[src/rtl/regfile_pkg.sv]
// Shared register-file defines: bus types, sizes and control-level encodings.
package regfile_pkg;
  localparam int RegNum     = 32;
  localparam int RegNumLog2 = 5;
  localparam int RegWidth   = 32;

  typedef logic [RegWidth-1:0]   RegBus;
  typedef logic [RegNumLog2-1:0] RegAddrBus;

  localparam RegBus     ZeroWord   = '0;
  localparam RegAddrBus NOPRegAddr = 5'b00000;

  localparam logic WriteEnable  = 1'b1;
  localparam logic WriteDisable = 1'b0;
  localparam logic ReadEnable   = 1'b1;
  localparam logic ReadDisable  = 1'b0;
  localparam logic RstEnable    = 1'b0;
  localparam logic RstDisable   = 1'b1;
endpackage

[src/rtl/regfile_if.sv]
// Write-back commit and decode read bus between the pipeline and the register file.
interface regfile_if #(
  parameter int DATA_W = 32,
  parameter int ADDR_W = 5
);
  logic              we;
  logic [ADDR_W-1:0] waddr;
  logic [DATA_W-1:0] wdata;
  logic              re1;
  logic [ADDR_W-1:0] raddr1;
  logic [DATA_W-1:0] rdata1;
  logic              re2;
  logic [ADDR_W-1:0] raddr2;
  logic [DATA_W-1:0] rdata2;

  modport master (
    output we, waddr, wdata, re1, raddr1, re2, raddr2,
    input  rdata1, rdata2
  );
  modport slave (
    input  we, waddr, wdata, re1, raddr1, re2, raddr2,
    output rdata1, rdata2
  );
endinterface

[src/rtl/regfile_rd_port.sv]
// One combinational read port: reset/enable/r0 gating, then write-first bypass.
module regfile_rd_port
  import regfile_pkg::*;
#(
  parameter int DATA_W = 32,
  parameter int ADDR_W = 5
) (
  input  logic              rst,
  input  logic              re,
  input  logic [ADDR_W-1:0] raddr,
  input  logic              we,
  input  logic [ADDR_W-1:0] waddr,
  input  logic [DATA_W-1:0] wdata,
  input  logic [DATA_W-1:0] rword,
  output logic [DATA_W-1:0] rdata
);
  always_comb begin
    rdata = '0;
    if (rst == RstEnable)                         rdata = '0;
    else if (re == ReadDisable)                   rdata = '0;
    else if (raddr == ADDR_W'(NOPRegAddr))        rdata = '0;
    else if (we == WriteEnable && raddr == waddr) rdata = wdata;
    else                                          rdata = rword;
  end
endmodule

[src/rtl/regfile.sv]
// General-purpose register file: one write-back port, two bypassed read ports.
module regfile
  import regfile_pkg::*;
#(
  parameter int REG_NUM = RegNum,
  parameter int DATA_W  = RegWidth,
  parameter int ADDR_W  = RegNumLog2
) (
  input logic      clk,
  input logic      rst,
  regfile_if.slave bus
);
  localparam int NUM_RD = 2;

  logic [REG_NUM-1:0][DATA_W-1:0] regs;

  // r0 is only ever cleared; the waddr check keeps writes away from it.
  always_ff @(posedge clk) begin
    if (rst == RstEnable) regs <= '0;
    else if (bus.we == WriteEnable && bus.waddr != ADDR_W'(NOPRegAddr))
      regs[bus.waddr] <= bus.wdata;
  end

  logic [NUM_RD-1:0]             re_v;
  logic [NUM_RD-1:0][ADDR_W-1:0] raddr_v;
  logic [NUM_RD-1:0][DATA_W-1:0] rdata_v;

  assign re_v    = {bus.re2, bus.re1};
  assign raddr_v = {bus.raddr2, bus.raddr1};

  for (genvar p = 0; p < NUM_RD; p++) begin : g_rd
    regfile_rd_port #(.DATA_W(DATA_W), .ADDR_W(ADDR_W)) u_rd (
      .rst   (rst),
      .re    (re_v[p]),
      .raddr (raddr_v[p]),
      .we    (bus.we),
      .waddr (bus.waddr),
      .wdata (bus.wdata),
      .rword (regs[raddr_v[p]]),
      .rdata (rdata_v[p])
    );
  end

  assign bus.rdata1 = rdata_v[0];
  assign bus.rdata2 = rdata_v[1];
endmodule

[src/flat_wrapper.sv]
// flat-port wrapper written by rule: the top's interface ports become plain ports
module regfile_flat import regfile_pkg::*;
#(
  parameter int REG_NUM = RegNum,
  parameter int DATA_W  = RegWidth,
  parameter int ADDR_W  = RegNumLog2
)
  (clk, rst, bus_we, bus_waddr, bus_wdata, bus_re1, bus_raddr1, bus_re2, bus_raddr2, bus_rdata1, bus_rdata2);
  regfile_if #(.DATA_W(DATA_W), .ADDR_W(ADDR_W)) bus_i ();
  input logic clk;
  input logic rst;
  input wire logic [$bits(bus_i.we)-1:0] bus_we;
  input wire logic [$bits(bus_i.waddr)-1:0] bus_waddr;
  input wire logic [$bits(bus_i.wdata)-1:0] bus_wdata;
  input wire logic [$bits(bus_i.re1)-1:0] bus_re1;
  input wire logic [$bits(bus_i.raddr1)-1:0] bus_raddr1;
  input wire logic [$bits(bus_i.re2)-1:0] bus_re2;
  input wire logic [$bits(bus_i.raddr2)-1:0] bus_raddr2;
  output wire logic [$bits(bus_i.rdata1)-1:0] bus_rdata1;
  output wire logic [$bits(bus_i.rdata2)-1:0] bus_rdata2;
  assign bus_i.we = bus_we;
  assign bus_i.waddr = bus_waddr;
  assign bus_i.wdata = bus_wdata;
  assign bus_i.re1 = bus_re1;
  assign bus_i.raddr1 = bus_raddr1;
  assign bus_i.re2 = bus_re2;
  assign bus_i.raddr2 = bus_raddr2;
  assign bus_rdata1 = bus_i.rdata1;
  assign bus_rdata2 = bus_i.rdata2;
  regfile #(.REG_NUM(REG_NUM), .DATA_W(DATA_W), .ADDR_W(ADDR_W)) u_core (.clk(clk), .rst(rst), .bus(bus_i));
endmodule
[config.mk]
export PLATFORM = sky130hd
export DESIGN_NAME = regfile_flat
export DESIGN_NICKNAME = d
export VERILOG_FILES = /design/src/rtl/regfile_pkg.sv /design/src/rtl/regfile_if.sv /design/src/rtl/regfile_rd_port.sv /design/src/rtl/regfile.sv /design/src/flat_wrapper.sv
export SDC_FILE = /design/constraint.sdc
export NUM_CORES = 2
export LEC_CHECK = 0
export CAP_MARGIN = 20
export CORE_ASPECT_RATIO = 0.6
export CORE_UTILIZATION = 40
export DETAILED_ROUTE_END_ITERATION = 16
export PLACE_DENSITY = 0.61
export SLEW_MARGIN = 25
export SYNTH_ARGS = -nofsm -noshare
export SYNTH_HDL_FRONTEND = slang
export SYNTH_SLANG_ARGS = --single-unit
export TNS_END_PERCENT = 5
[constraint.sdc]
create_clock -name clk -period 3.3 [get_ports clk]
set_clock_uncertainty 0.05 [all_clocks]
set_input_delay 0.825 -clock clk [delete_from_list [all_inputs] [get_ports clk]]
set_output_delay 0.825 -clock clk [all_outputs]
set_load 0.02 [all_outputs]
==> metrics.json <==
{
  "synth_nets": 6297,
  "path_max_fanout": 12,
  "switching_power_uw": 7476,
  "cts-hold-fix-buffers": 0,
  "clk_path_buf_depth": 3,
  "min_period_ps": 3818,
  "place.port_buffers": 115,
  "finalWorstSetupSlack_ps": -517.6,
  "postSynthRegisterBits": 1024,
  "synth-warning-count": 0,
  "route.detailed.wl_per_inst_um": 28.06,
  "register_area_share_after_synthesis": 0.3657,
  "timing.final.max_slew_violations": 0,
  "slew_headroom": 0.2554,
  "place.detailed.instances": 8091,
  "tritoncts": "yes",
  "critical_path.slowest_cell": "mux4_2",
  "worstSetupPathType": "in -> out",
  "final.hold.worst_slack_ps": 358.7,
  "root_buffer": "clkbuf_16",
  "synth-async-reset-ratio": 0,
  "pre_antenna_drt_iters": 6,
  "synth_top_area_share": 0.3657,
  "synthesis_to_layout_area_growth_pct": 21.54,
  "insertion_delay_to_the_later_sink_of_the_worst_skew_pair_ps": 710,
  "status": "finished, violations left",
  "failed_checks": "setup timing",
  "synth_enable_flop_cells": 0,
  "rows": 105,
  "combPwrFrac": 0.127,
  "initial_utilization": 0.4067,
  "crit_path_start_kind": "input pin",
  "worstMarginPinSlew_ps": 1117,
  "die-area_sq_um": 141700,
  "critical_path_arrival_ps": 2940,
  "power_density_nw_per_um2": 407.7,
  "end_kind": "output pin",
  "number_of_buffers_inserted_during_clock_tree_synthesis": 96,
  "peakVddDrop_mv": 0.3747,
  "p_sw_frac": 0.2692,
  "top_regs": "u_core.regs (1024)",
  "synthCells": 6245,
  "die-height_um": 292.0,
  "global_route.overflow_total": 0,
  "totalNegativeSetupSlack_ps": -26040,
  "vias": 51650,
  "vias_per_cell": 6.188,
  "routabilityCongestion": 0.9086,
  "gr-usage-all-layers": 0.3197,
  "synth.top_cells.by_area": "dfxtp_1 37%, nand2_1 14%, mux4_2 13%, a21boi_0 9.1%, mux2i_1 8.6%",
  "post_synth.cell_area_avg_sq_um": 8.975,
  "grt_first_pass_wirelength_um": 337300,
  "number_of_drc_markers_after_the_initial_detailed_route_iteration": 7352,
  "max_freq_mhz": 261.9,
  "required_ps": 2420,
  "drtAntennaViolNets": 0,
  "synth.cells.most_frequent": "2095 x nand2_1, 1024 x dfxtp_1, 680 x a21boi_0, 482 x mux2i_1, 405 x clkbuf_1",
  "grt_antenna_before_repair": 3,
  "crit_path_cell_trace": "clkbuf_16 > buf_12 > buf_16 > mux4_2 > nor2b_1 > nor3_1 > buf_4 > a211oi_2 > o221a_2 > buf_4",
  "wl_um": 234200,
  "floorplan.core_area_sq_um": 137800,
  "fp.dieW_um": 485.3,
  "clk_pin_slew_ps": 70,
  "grt_pass1_vias": 48410,
  "dp_hpwl_um": 145700,
  "largest_reg_flops": 1024,
  "p_clk_frac": 0.422,
  "post_route_cells_drive_above_1_share": 0.2228,
  "cts.sinks": 1024,
  "pwr-share-seq": 0.451,
  "most_frequent_cell_on_the_critical_path": "buf_4",
  "route.detailed.drc": 0,
  "finish.cell_count_without_fillers": 8347,
  "synth.lib_cells_used.distinct": 44,
  "finalSetupViolations": 64,
  "drv.max_cap_violation_count": 0,
  "design.portCount": 116,
  "depth_of_the_cts_h_tree": 3,
  "synth.cell_area_sq_um": 56050,
  "internal_power_contribution_uw": 20300,
  "finalHoldViolCount": 0,
  "hp-class": "in -> reg",
  "regMostFlops": "u_core.regs",
  "rsz0062_at_grt": "yes",
  "critical-path-max-stage-delay_ps": 510,
  "grt_max_degree": 290,
  "most_common_cell_in_the_netlist": "nand2_1",
  "yosys_most_used_dff": "dfxtp_1",
  "post-route-period-util": 1.157,
  "finish.net_count": 6503,
  "leakagePower_uw": 0.02372,
  "synth.largest_area_cell": "dfxtp_1"
}
routing by layer:
metal | up-vias | wire length (um) | GRT usage
met2 | 3453 | 97530 | 0.4616
li1 | 22210 | - | -
met3 | 573 | 31050 | 0.08911
met1 | 25400 | 95790 | 0.4502
met4 | 4 | 9843 | 0.1198
met5 | - | 23 | 0
final timing paths:
kind,slack (ps),from,cells past startpoint,end
hold / removal,360,rst,2,u_core.regs[587]$_SDFFE_PN0P_
hold reg to reg,420,u_core.regs[438]$_SDFFE_PN0P_,2,u_core.regs[438]$_SDFFE_PN0P_
setup reg to reg,2460,u_core.regs[246]$_SDFFE_PN0P_,3,u_core.regs[246]$_SDFFE_PN0P_
setup / recovery,-520,bus_raddr1[1],10,bus_rdata1[6]
layout make-up:
| class | count | area (sq um) |
|---|---|---|
| Antenna cell | 2 | 5.005 |
| Clock buffer | 141 | 2804 |
| Clock inverter | 32 | 376.6 |
| Fill cell | 12560 | 69690 |
| Multi-Input combinational cell | 4542 | 33450 |
| Sequential cell | 1024 | 20500 |
| Tap cell | 1819 | 2276 |
| Timing Repair Buffer | 787 | 8712 |
critical path: cells and delay by family:
family                 cells  cell delay (ps)
buffers and inverters      5              880
multiplexers               1              510
AND/OR/NAND/NOR            2              350
AO/OA/AOI/OAI              2              340
cells by family (layout without fill, tap and decap cells):
| kind of cell | Yosys count | after routing | share of synthesized area |
|---|---|---|---|
| other cells | 0 | 2 | 0 |
| simple gates | 2322 | 2322 | 0.1635 |
| buf+inv | 679 | 960 | 0.06045 |
| compound gates | 1394 | 1394 | 0.1912 |
| xor+xnor | 10 | 10 | 0.001563 |
| mux | 816 | 816 | 0.2175 |
| flops | 1024 | 1024 | 0.3657 |
layout by cell type (no fill, tap or decap), types with 30 or more instances in the layout:
cell type,n
nor2_4,30
mux2i_1,465
buf_4,471
and2_1,33
buf_12,123
clkbuf_16,102
a21boi_0,680
clkdlybuf4s50_1,35
nand2_1,2062
dfxtp_1,1024
a211oi_1,35
nor2b_1,61
nand2_2,33
o221ai_1,49
buf_6,79
nor3_1,34
a21boi_1,312
a22oi_1,132
o22ai_1,42
mux4_2,320
o221a_1,40
through the flow:
stage / total power (uW) / util / worst slack [ps] / cell area [sq um]
floorplan: 14530 / - / 60.00 / 56050
global placement: 15860 / 0.4516 / -1098 / 62230
detailed placement: 15880 / 0.4516 / -1089 / 62230
CTS: 27640 / 0.4904 / -522.9 / 67590
global route: 28410 / 0.4943 / -546.6 / 68120
finish: 27770 / 0.4943 / -517.6 / 68120
power by group through the flow:
| stage | logic, uW | registers [uW] | clock network (uW) |
|---|---|---|---|
| 2_1_floorplan | 1770 | 12800 | 0 |
| 3_3_place_gp | 3070 | 12800 | 0 |
| 3_5_place_dp | 3090 | 12800 | 0 |
| 4_1_cts | 3380 | 12500 | 11800 |
| 5_1_grt | 3610 | 12500 | 12300 |
| 6_report | 3540 | 12500 | 11700 |
timing repair:
item,4_1_cts,5_1_grt
setup buffers,45,16
gates cloned,17,3
resized for setup,388,86
pin swaps,50,15
endpoints found under the setup margin,64,64
Note: power is estimated with default switching activity, not from simulation.
